==> src/rtl/instr_sequencer.sv <==
// Instruction sequencer: latches an instruction word on start, decodes it and
// walks the datapath control states, counting retired legal instructions.
module instr_sequencer #(
  parameter int unsigned CNT_WIDTH = 16
) (
  input  logic                 clk,
  input  logic                 reset_n,
  input  logic                 s,
  input  logic [15:0]          in,
  output logic [3:0]           state,
  output logic                 w,
  output logic                 done,
  output logic                 illegal,
  output logic [2:0]           rn,
  output logic [2:0]           rd,
  output logic [2:0]           rm,
  output logic [1:0]           shift,
  output logic [15:0]          sximm8,
  output logic [2:0]           wnum,
  output logic [CNT_WIDTH-1:0] count
);

  localparam int unsigned IR_W = 16;

  typedef enum logic [3:0] {
    S_WAIT      = 4'b0000,
    S_DECODE    = 4'b0001,
    S_WRITE_IMM = 4'b0010,
    S_LOAD_AB   = 4'b0011,
    S_LOAD_B    = 4'b0100,
    S_LOAD_C    = 4'b0101,
    S_WRITE_C   = 4'b0110,
    S_LOAD_S    = 4'b0111
  } state_t;

  state_t            st;
  logic [IR_W-1:0]   ir;
  state_t            dec_nxt;
  logic              dec_illegal;
  logic              dec_cmp;
  logic [CNT_WIDTH-1:0] count_inc;

  // Register fields come straight from the latched instruction.
  assign state  = st;
  assign rn     = ir[10:8];
  assign rd     = ir[7:5];
  assign rm     = ir[2:0];
  assign shift  = ir[4:3];
  assign sximm8 = {{8{ir[7]}}, ir[7:0]};

  // Saturating increment of the retired-instruction counter.
  assign count_inc = (count == {CNT_WIDTH{1'b1}}) ? count : count + CNT_WIDTH'(1);

  // Decode opcode/op into the first execution state after S_DECODE.
  always_comb begin
    dec_nxt     = S_WAIT;
    dec_illegal = 1'b0;
    dec_cmp     = 1'b0;
    case ({ir[15:13], ir[12:11]})
      5'b110_10:            dec_nxt = S_WRITE_IMM;
      5'b110_00, 5'b101_11: dec_nxt = S_LOAD_B;
      5'b101_00, 5'b101_10: dec_nxt = S_LOAD_AB;
      5'b101_01: begin
        dec_nxt = S_LOAD_AB;
        dec_cmp = 1'b1;
      end
      default:              dec_illegal = 1'b1;
    endcase
  end

  // Sequencer state, instruction register and all registered outputs.
  always_ff @(posedge clk or negedge reset_n) begin
    if (!reset_n) begin
      st      <= S_WAIT;
      ir      <= '0;
      w       <= 1'b1;
      done    <= 1'b0;
      illegal <= 1'b0;
      wnum    <= 3'b000;
      count   <= '0;
    end else begin
      done <= 1'b0;
      wnum <= 3'b000;
      w    <= 1'b0;
      case (st)
        S_WAIT: begin
          if (s) begin
            ir      <= in;
            illegal <= 1'b0;
            st      <= S_DECODE;
          end else begin
            w <= 1'b1;
          end
        end
        S_DECODE: begin
          st <= dec_nxt;
          if (dec_illegal) begin
            illegal <= 1'b1;
            done    <= 1'b1;
            w       <= 1'b1;
          end else if (dec_nxt == S_WRITE_IMM) begin
            wnum <= ir[10:8];
          end
        end
        S_LOAD_AB: st <= dec_cmp ? S_LOAD_S : S_LOAD_C;
        S_LOAD_B:  st <= S_LOAD_C;
        S_LOAD_C: begin
          st   <= S_WRITE_C;
          wnum <= ir[7:5];
        end
        S_WRITE_IMM, S_WRITE_C, S_LOAD_S: begin
          st    <= S_WAIT;
          done  <= 1'b1;
          w     <= 1'b1;
          count <= count_inc;
        end
        // Unused codes fall back to idle silently.
        default: begin
          st <= S_WAIT;
          w  <= 1'b1;
        end
      endcase
    end
  end

endmodule

==> config.mk <==
export PLATFORM = sky130hd
export DESIGN_NAME = instr_sequencer
export DESIGN_NICKNAME = d
export VERILOG_FILES = /design/src/rtl/instr_sequencer.sv
export SDC_FILE = /design/constraint.sdc
export NUM_CORES = 1
export LEC_CHECK = 0
export CAP_MARGIN = 30
export CORE_ASPECT_RATIO = 1.1
export CORE_UTILIZATION = 45
export DETAILED_ROUTE_END_ITERATION = 10
export PLACE_DENSITY = 0.79
export SYNTH_ARGS = -nofsm -noshare
export SYNTH_HDL_FRONTEND = slang
export SYNTH_SLANG_ARGS = --single-unit
==> constraint.sdc <==
create_clock -name clk -period 1.8 [get_ports clk]
set_input_delay 0.18 -clock clk [delete_from_list [all_inputs] [get_ports clk]]
set_output_delay 0.18 -clock clk [all_outputs]
set_load 0.005 [all_outputs]
# ---- Word-level counts from Yosys, hierarchy flattened
# Index checks and enable logic that the tools add are counted.
dict set report word_totals {
  regBits 42
  latch_bits 0
  mem_bits_rw 0
  mem_bits_ro 0
  in_bits 19
  output_inout_bits 53
  n_memories 0
}
dict set report classes {
  add_sub_neg 1
  mul 0
  div 0
  n_lt_le_gt_ge 0
  n_eq_ne 17
  shifts 0
  muxes 15
  n_bitwise 1
  n_reduce_logical 10
}
# op n
set op_table {}
lappend op_table {{$eq 5x5->1 const B} 6}
lappend op_table {{$pmux 4 s5} 1}
lappend op_table {{$add 16x1->16 const B} 1}
lappend op_table {{$eq 16x16->1 const B} 1}
lappend op_table {{$eq 4x3->1 const B} 4}
lappend op_table {{$eq 4x2->1 const B} 3}
lappend op_table {{$pmux 3 s3} 1}
lappend op_table {{$reduce_or 3->1} 3}
lappend op_table {{$mux 3} 2}
lappend op_table {{$pmux 3 s2} 1}
lappend op_table {{$reduce_or 6->1} 1}
lappend op_table {{$mux 1} 5}
lappend op_table {{$eq 4x1->1 const B} 1}
lappend op_table {{$logic_not 4->1} 1}
lappend op_table {{$mux 4} 1}
lappend op_table {{$ne 2x2->1 const B} 2}
lappend op_table {{$pmux 1 s2} 2}
lappend op_table {{$reduce_and 2->1} 2}
lappend op_table {{$pmux 1 s3} 1}
lappend op_table {{$reduce_and 3->1} 1}
lappend op_table {{$mux 2} 1}
lappend op_table {{$reduce_bool 2->1} 1}
lappend op_table {{$reduce_or 2->1} 1}
lappend op_table {{$not 1->1} 1}

# ---- Longest topological paths before layout
dict set report depth {
  depth_word 7
  depth_mapped 6
  ltp_nobuf 5
}

# ---- Worst setup path before layout
# No wires, ideal clock.
dict set report synth_path {
  path_kind {register to register}
  start {reg st[2] (netlist: state[2])}
  end {reg ir[10]}
  setup_time_ns 0.125
  t_arrival_ns 1.524
  required_time_ns 1.675
  slack_ns 0.151
  path_stages_with_launch 6
  period_less_slack_ns 1.649
  cell_sequence {dfrtp_1 buf_4 nor4b_1 buf_2 buf_4 mux2_2}
}
dict set report synth_via {
  elab_chain_len 2
}
# element line_no
set synth_rtl {}
lappend synth_rtl {{start: declaration} 36} ;# state_t st;
lappend synth_rtl {{start signal: assignment} 96} ;# st <= dec_nxt;
lappend synth_rtl {{start signal: assignment} 105} ;# S_LOAD_AB: st <= dec_cmp ? S_LOAD_S : S_LOAD_C;
lappend synth_rtl {{$logic_not 4->1} 85} ;# case (st)
lappend synth_rtl {{$reduce_and 2->1 (no line)} -}
lappend synth_rtl {{end signal: assignment} 88} ;# ir <= in;
lappend synth_rtl {{end: declaration} 37} ;# logic [IR_W-1:0] ir;
# No other way between the ends.
# A chain may end at the register's enable or synchronous reset.

# ---- Worst setup path in the final report
dict set report layout_path {
  start {reg count[1]}
  end {reg count[14]}
}
dict set report layout_via {
  elab_chain_len 3
}
# element line_no
set layout_rtl {}
lappend layout_rtl {{start: declaration} 20} ;# output logic [CNT_WIDTH-1:0] count
lappend layout_rtl {{start signal: assignment} 115} ;# count <= count_inc;
lappend layout_rtl {{branches (longest 3 deep; another with $add 16x1->16)} -}
# Parallel ways; which one is timed is not known.

==> flow_summary.ini <==
[synth]
synth_flop_cell = dfrtp_1
ys_types = 39
synthCells = 190
netlist_area_um2 = 2102
synthTopCellsByCount = 40 x dfrtp_1, 30 x buf_4, 15 x nand2_1
synth_edf_count = 0
synth_top_cell_area_share = 0.4762
synth_top_area_cell = dfrtp_1
yosysMostFrequentCell = dfrtp_1
ys_seq_area_frac = 0.4887
synth.net_count = 210
ys.warnings.count = 0
syn_area_per_cell_um2 = 11.06
synth-async-reset-ratio = 1.000
ys_ff_latch = 41
synthTopCellsByArea = dfrtp_1 48%, buf_4 11%, mux2_2 7.5%

[place]
pre_cts_ws_ns = 0.1201
place_hpwl_um = 3120
port_buffers = 70
place.gp.congestion = 0.7876

[drt]
vias = 1562
drc = 0
vias_per_cell = 5.138
dr.pass1.iters = 4
drt_iter0_drc = 65
wl_um = 4135
drt-wirelength-per-cell_um = 13.60
ant_nets = 0

[floorplanning]
die_w_um = 67.17
rows = 25
dieArea_um2 = 4949
start_util = 0.4800
ioPinCount = 72
core_um2 = 4379
die_y_um = 73.68

[power_and_ir_drop]
p_int_w = 0.002664
clockPowerShare = 0.148
pwr-share-comb = 0.463
power.leakage_nw = 1.245
p_switching_w = 0.001171
peakVddDrop_mv = 0.7516
p_sw_frac = 0.3055
seqPwrFrac = 0.389
power_density_nw_per_um2 = 1352

[timing]
finalWorstSetupSlack_ns = 0.07087
fmax_mhz = 578.3
hold_slack_ns = 0.3820
finalSetupViolCount = 0
fin_worst_skew_ns = 0.004773
drv_slew = 0
hold_viol = 0
period_minus_slack_ns = 1.729
fin_crit_sh = 0.9606
rsz0062_at_grt = no
setup_tns_ns = 0

[clock_tree]
cts_resized = 0
tritoncts = yes
htreeDepth = 2
cts_root_buf = clkbuf_8
clkLatencyLatePin_ns = 0.29
numCtsBuffers = 5
cts_sinks = 41
post_cts_buffers = 0
cts.clk_slew.worst_paths_ns = 0.07
cts_buffer_depth = 2
cts_hold_buf = 1

[min_path]
hp-class = primary input to asynchronous set/reset pin

[global_route]
antenna_found_initial = 0
grt_max_degree = 23
grt_pass1_vias = 1490
grt_use_total = 0.1899
grt_pass1_wl_um = 6969
grt-ovfl-total = 0

[critical_path]
required_ns = 1.98
reg2reg_to = count[14]
cp.arrival_ns = 1.91
rrSetupSlack_ns = 0.07
critPathLaunch = count[1]
critical_path.endpoint_type = flop
cp-endpoint = count[14]
critical_path.max_fanout = 5
crit_type = flop to flop
worstReg2RegStart = count[1]
cp-start-kind = flop
reg2regPathDepth = 5

[cells_and_area]
nNetsFinal = 269
num_antenna_cells = 0
drive_gt1_frac = 0.1840
syn2layout_area_growth_pct = 34.94

[job]
maxCapViolCount = 0

[outcome]
status = finished, final reports clean
[cell type report]
type	count	area [um2]
clock buffers	8	80.08
fillers	360	1543
well taps	54	67.56
multi-input cells	110	819.5
inverters	7	26.28
repair buffers	84	815.8
flip-flops and latches	41	1027
[power by group through the flow]
stage / Clock (W) / Sequential [W] / Combinational, W
floorplan: 0 / 0.00147 / 0.00114
CTS: 0.000586 / 0.00150 / 0.00180
global placement: 0 / 0.00149 / 0.00176
detailed placement: 0 / 0.00151 / 0.00179
finish: 0.000569 / 0.00149 / 0.00178
global route: 0.000622 / 0.00156 / 0.00195
[cell families (layout without fill, tap and decap cells)]
family                     Yosys count  count (layout)  synth area share
and+or+nand+nor                     58              58            0.1774
DFF                                 41              41            0.4887
buffers and inverters               39              99            0.1244
AOI/OAI and AO/OA                   23              23           0.06786
muxes                               17              17           0.09226
xor gates and xnor gates            10              10           0.04167
adders and majority gates            1               1          0.005951
other                                1               1          0.001784
[worst min-delay path by stage]
stage,start,to,slack (ns),cells after the start
after floorplan,reset_n,count[0],-0.12,0
after global placement,reset_n,count[8],0.16,1
after detailed placement,reset_n,count[6],0.17,1
after CTS,reset_n,count[9],0.40,2
after global routing,reset_n,count[10],0.43,2
final,reset_n,count[6],0.38,2
[critical path, stage by stage (launching register included)]
cell,delay (ns)
dfrtp_1,0.39
ha_1,0.23
and2_1,0.22
nand3_1,0.21
nor3_2,0.23
mux2_1,0.33
[per-stage QoR]
| stage | util | power, W | area, um2 | instances |
|---|---|---|---|---|
| after detailed placement | 0.6271 | 0.003304 | 2746 | 295 |
| after global routing | 0.6477 | 0.004122 | 2836 | 304 |
| final | 0.6477 | 0.003835 | 2836 | 304 |
| after CTS | 0.6477 | 0.003884 | 2836 | 304 |
| after global placement | 0.6271 | 0.003252 | 2746 | 295 |
| after floorplan | - | 0.002608 | 2102 | 190 |
[routing by layer]
layer | global-route usage | up-vias | share of wire
met4 | 0.07801 | 0 | 0.016
met1 | 0.2490 | 741 | 0.44
li1 | - | 754 | -
met3 | 0.05124 | 7 | 0.066
met5 | 0 | - | 0
met2 | 0.2944 | 60 | 0.48
[registers in the layout (all words and copies together) (netlist names)]
register  cells
done          1
w             1
wnum          3
ir           16
illegal       1
state         3
count        16
[cells in the final DEF (no fill, tap or decap), types with 2 or more instances in the layout]
master,instances
clkbuf_8,5
o32ai_1,2
nor2_1,5
and3_1,4
a31oi_1,5
clkdlybuf4s50_1,69
nand4_1,3
nor4_2,2
nor3_1,6
nor3b_1,2
inv_1,7
dfrtp_1,40
nor3_2,2
buf_4,12
clkbuf_1,3
nand3_1,5
and2_1,3
o21ai_0,9
a21oi_1,3
xor2_1,8
a22o_1,3
mux2_2,14
nand2_1,15
xnor2_1,2
No activity file was read; power rests on OpenSTA's default activity.
==> edit: new RTL, same settings <==
`CNT_WIDTH`: 16 -> 32.
--- a/src/rtl/instr_sequencer.sv
+++ b/src/rtl/instr_sequencer.sv
@@ -2,5 +2,5 @@
 // walks the datapath control states, counting retired legal instructions.
 module instr_sequencer #(
-  parameter int unsigned CNT_WIDTH = 16
+  parameter int unsigned CNT_WIDTH = 32
 ) (
   input  logic                 clk,
Ports: changed (resized count); port bits go from 72 to 88. The function was not compared with the original's and may differ.
==> edit against the original RTL <==
  * Sequential cell count grew 16
  * Critical path depth up 2
  * Sequential power is 28% higher
  * Total power increased by 31%
  * Synthesized area grew 32%
  * Setup slack got worse by 34 ps
  * Maximum frequency fell by 1.9%
  * Synthesized cell count grew 29%
  * Design area rose by 44%
  * Worst hold slack improved by 7.9 ps
  * Routed wire length up 53%
  * Critical path type unchanged
  * Largest cell class unchanged
  * Highest routed layer unchanged
==> edit: results <==
run_status:
  status: "complete, no violations"
sta:
  max_freq_ghz: 0.567
  skew_ps: 6.60
  setup_tns_ps: 0
grt:
  grt_max_degree: 28
  antenna_found_initial: 0
  grt_usage_pct: 20.9
  grt_pass1_wl_mm: 10.7
drt:
  drt_wl_total_mm: 6.31
  via_count: 2192
  drtIter0Drc: 78
  detail_route.first_pass.iterations: 4
pwr:
  peakVddDrop_mv: 0.624
  p_int_mw: 3.57
  leakage_nw: 1.79
critical_path:
  critPathCaptureType: "register"
  cp_max_fo: 7
  worstSetupEndpoint: "count[15]$_DFFE_PN0P_"
  reg2reg_from: "count[1]$_DFFE_PN0P_"
  critPathKind: "register to register"
  arrival_ps: 1980
  reg2reg_depth: 7
  ff2ff_setup_slack_ps: 40
synth:
  synthesis.nets: 266
  syn_area_per_cell_um2: 11.3
  yosysUniqueCellTypes: 35
  synthArstFlopShare_pct: 100
  ys_top_cells_by_count: "56 x dfrtp_1, 28 x buf_4, 21 x xnor2_1"
  ys_seq_area_share_pct: 51.3
  synth.area.top_cells: "dfrtp_1 50%, buf_4 7.6%, xnor2_1 6.6%, mux2_2 4.4%, nand3_1 3.1%"
placed_design:
  place_ws_ps: -18.9
  dp_hpwl_mm: 4.52
  gp_congestion: 0.872
  post_dp_cell_area_mm2: 0.00378
  dp.cells: 411
  io_buffers: 86
layout:
  fin_cells: 433
  drive_above_1_share_pct: 23.0
  nets: 371
  largestRegisters: "count: 32 flops, ir: 16 flops"
cts:
  cts_made_buffers: 9
  ctsHtreeMaxLevel: 3
  cts_buffer_depth: 2
  clk_latency_ps: 330
[edit: cell count changes after synthesis, sizes merged, moves of 3 or more]
cell | unedited run | this run
xnor2 | 2 | 21
nand4 | 5 | 8
nand3 | 5 | 17
nor3 | 8 | 3
and3 | 4 | 11
o21ai | 9 | 4
and4 | 0 | 8
dfrtp | 40 | 56
inv | 7 | 3
[edit: timing repair]
item,CTS,global route
hold endpoints to repair,24,0
buffers inserted,2,3
endpoints found under the setup margin,1,11
gates cloned,0,0
hold buffers,1,0
pin swaps,0,6
resized for setup,1,8
[edit: cell type report]
cell class | count | area [um^2]
Fill cell | 455 | 1800
Inverter | 3 | 11.3
Clock buffer | 13 | 159
Timing Repair Buffer | 127 | 1180
Multi-Input combinational cell | 153 | 1160
Sequential cell | 57 | 1430
Tap cell | 77 | 96.3
Clock inverter | 3 | 40.0
[edit: power by group through the flow]
stage / Clock [mW] / Combinational (mW) / Sequential, mW
after floorplan: 0 / 1.13 / 1.89
after global placement: 0 / 1.84 / 1.90
after detailed placement: 0 / 1.90 / 1.92
after CTS: 1.22 / 1.93 / 1.90
after global routing: 1.29 / 2.12 / 1.95
final: 1.19 / 1.94 / 1.90
[edit: worst max-delay path, cell delays in order (launching register included)]
cell	delay [ps]
dfrtp_1	360
ha_2	200
and4_4	240
and4_4	250
a31oi_1	80
buf_4	180
and4_1	210
xor2_1	140
[edit: layer usage]
metal  track usage [%]  routed length (um)  part of all wire (%)
met3              4.35                 352                   5.6
met1              26.7                2760                    44
met4              9.26                  63                   1.0
met2              34.5                3140                    50
met5                 0                   0                     0
[edit: kinds of logic (layout without fill, tap and decap cells)]
group / Yosys count / count (layout) / synth area share, %
buf+inv: 36 / 146 / 8.76
fa+ha+maj: 1 / 1 / 0.449
other cells: 1 / 1 / 0.135
mux: 16 / 16 / 6.47
simple gates: 84 / 84 / 18.2
compound gates: 22 / 22 / 5.53
xor+xnor: 29 / 29 / 9.12
flops: 57 / 57 / 51.3
[edit: worst min-delay path by stage]
stage / startpoint / endpoint / slack [ps] / cells past startpoint
floorplan: reset_n / count[0]$_DFFE_PN0P_ / -120 / 0
global placement: reset_n / ir[1]$_DFFE_PN0P_ / 210 / 1
detailed placement: reset_n / ir[3]$_DFFE_PN0P_ / 220 / 1
CTS: reset_n / wnum[2]$_DFF_PN0_ / 400 / 2
global route: reset_n / ir[2]$_DFFE_PN0P_ / 420 / 2
finish: reset_n / state[1]$_DFFE_PN0N_ / 390 / 2
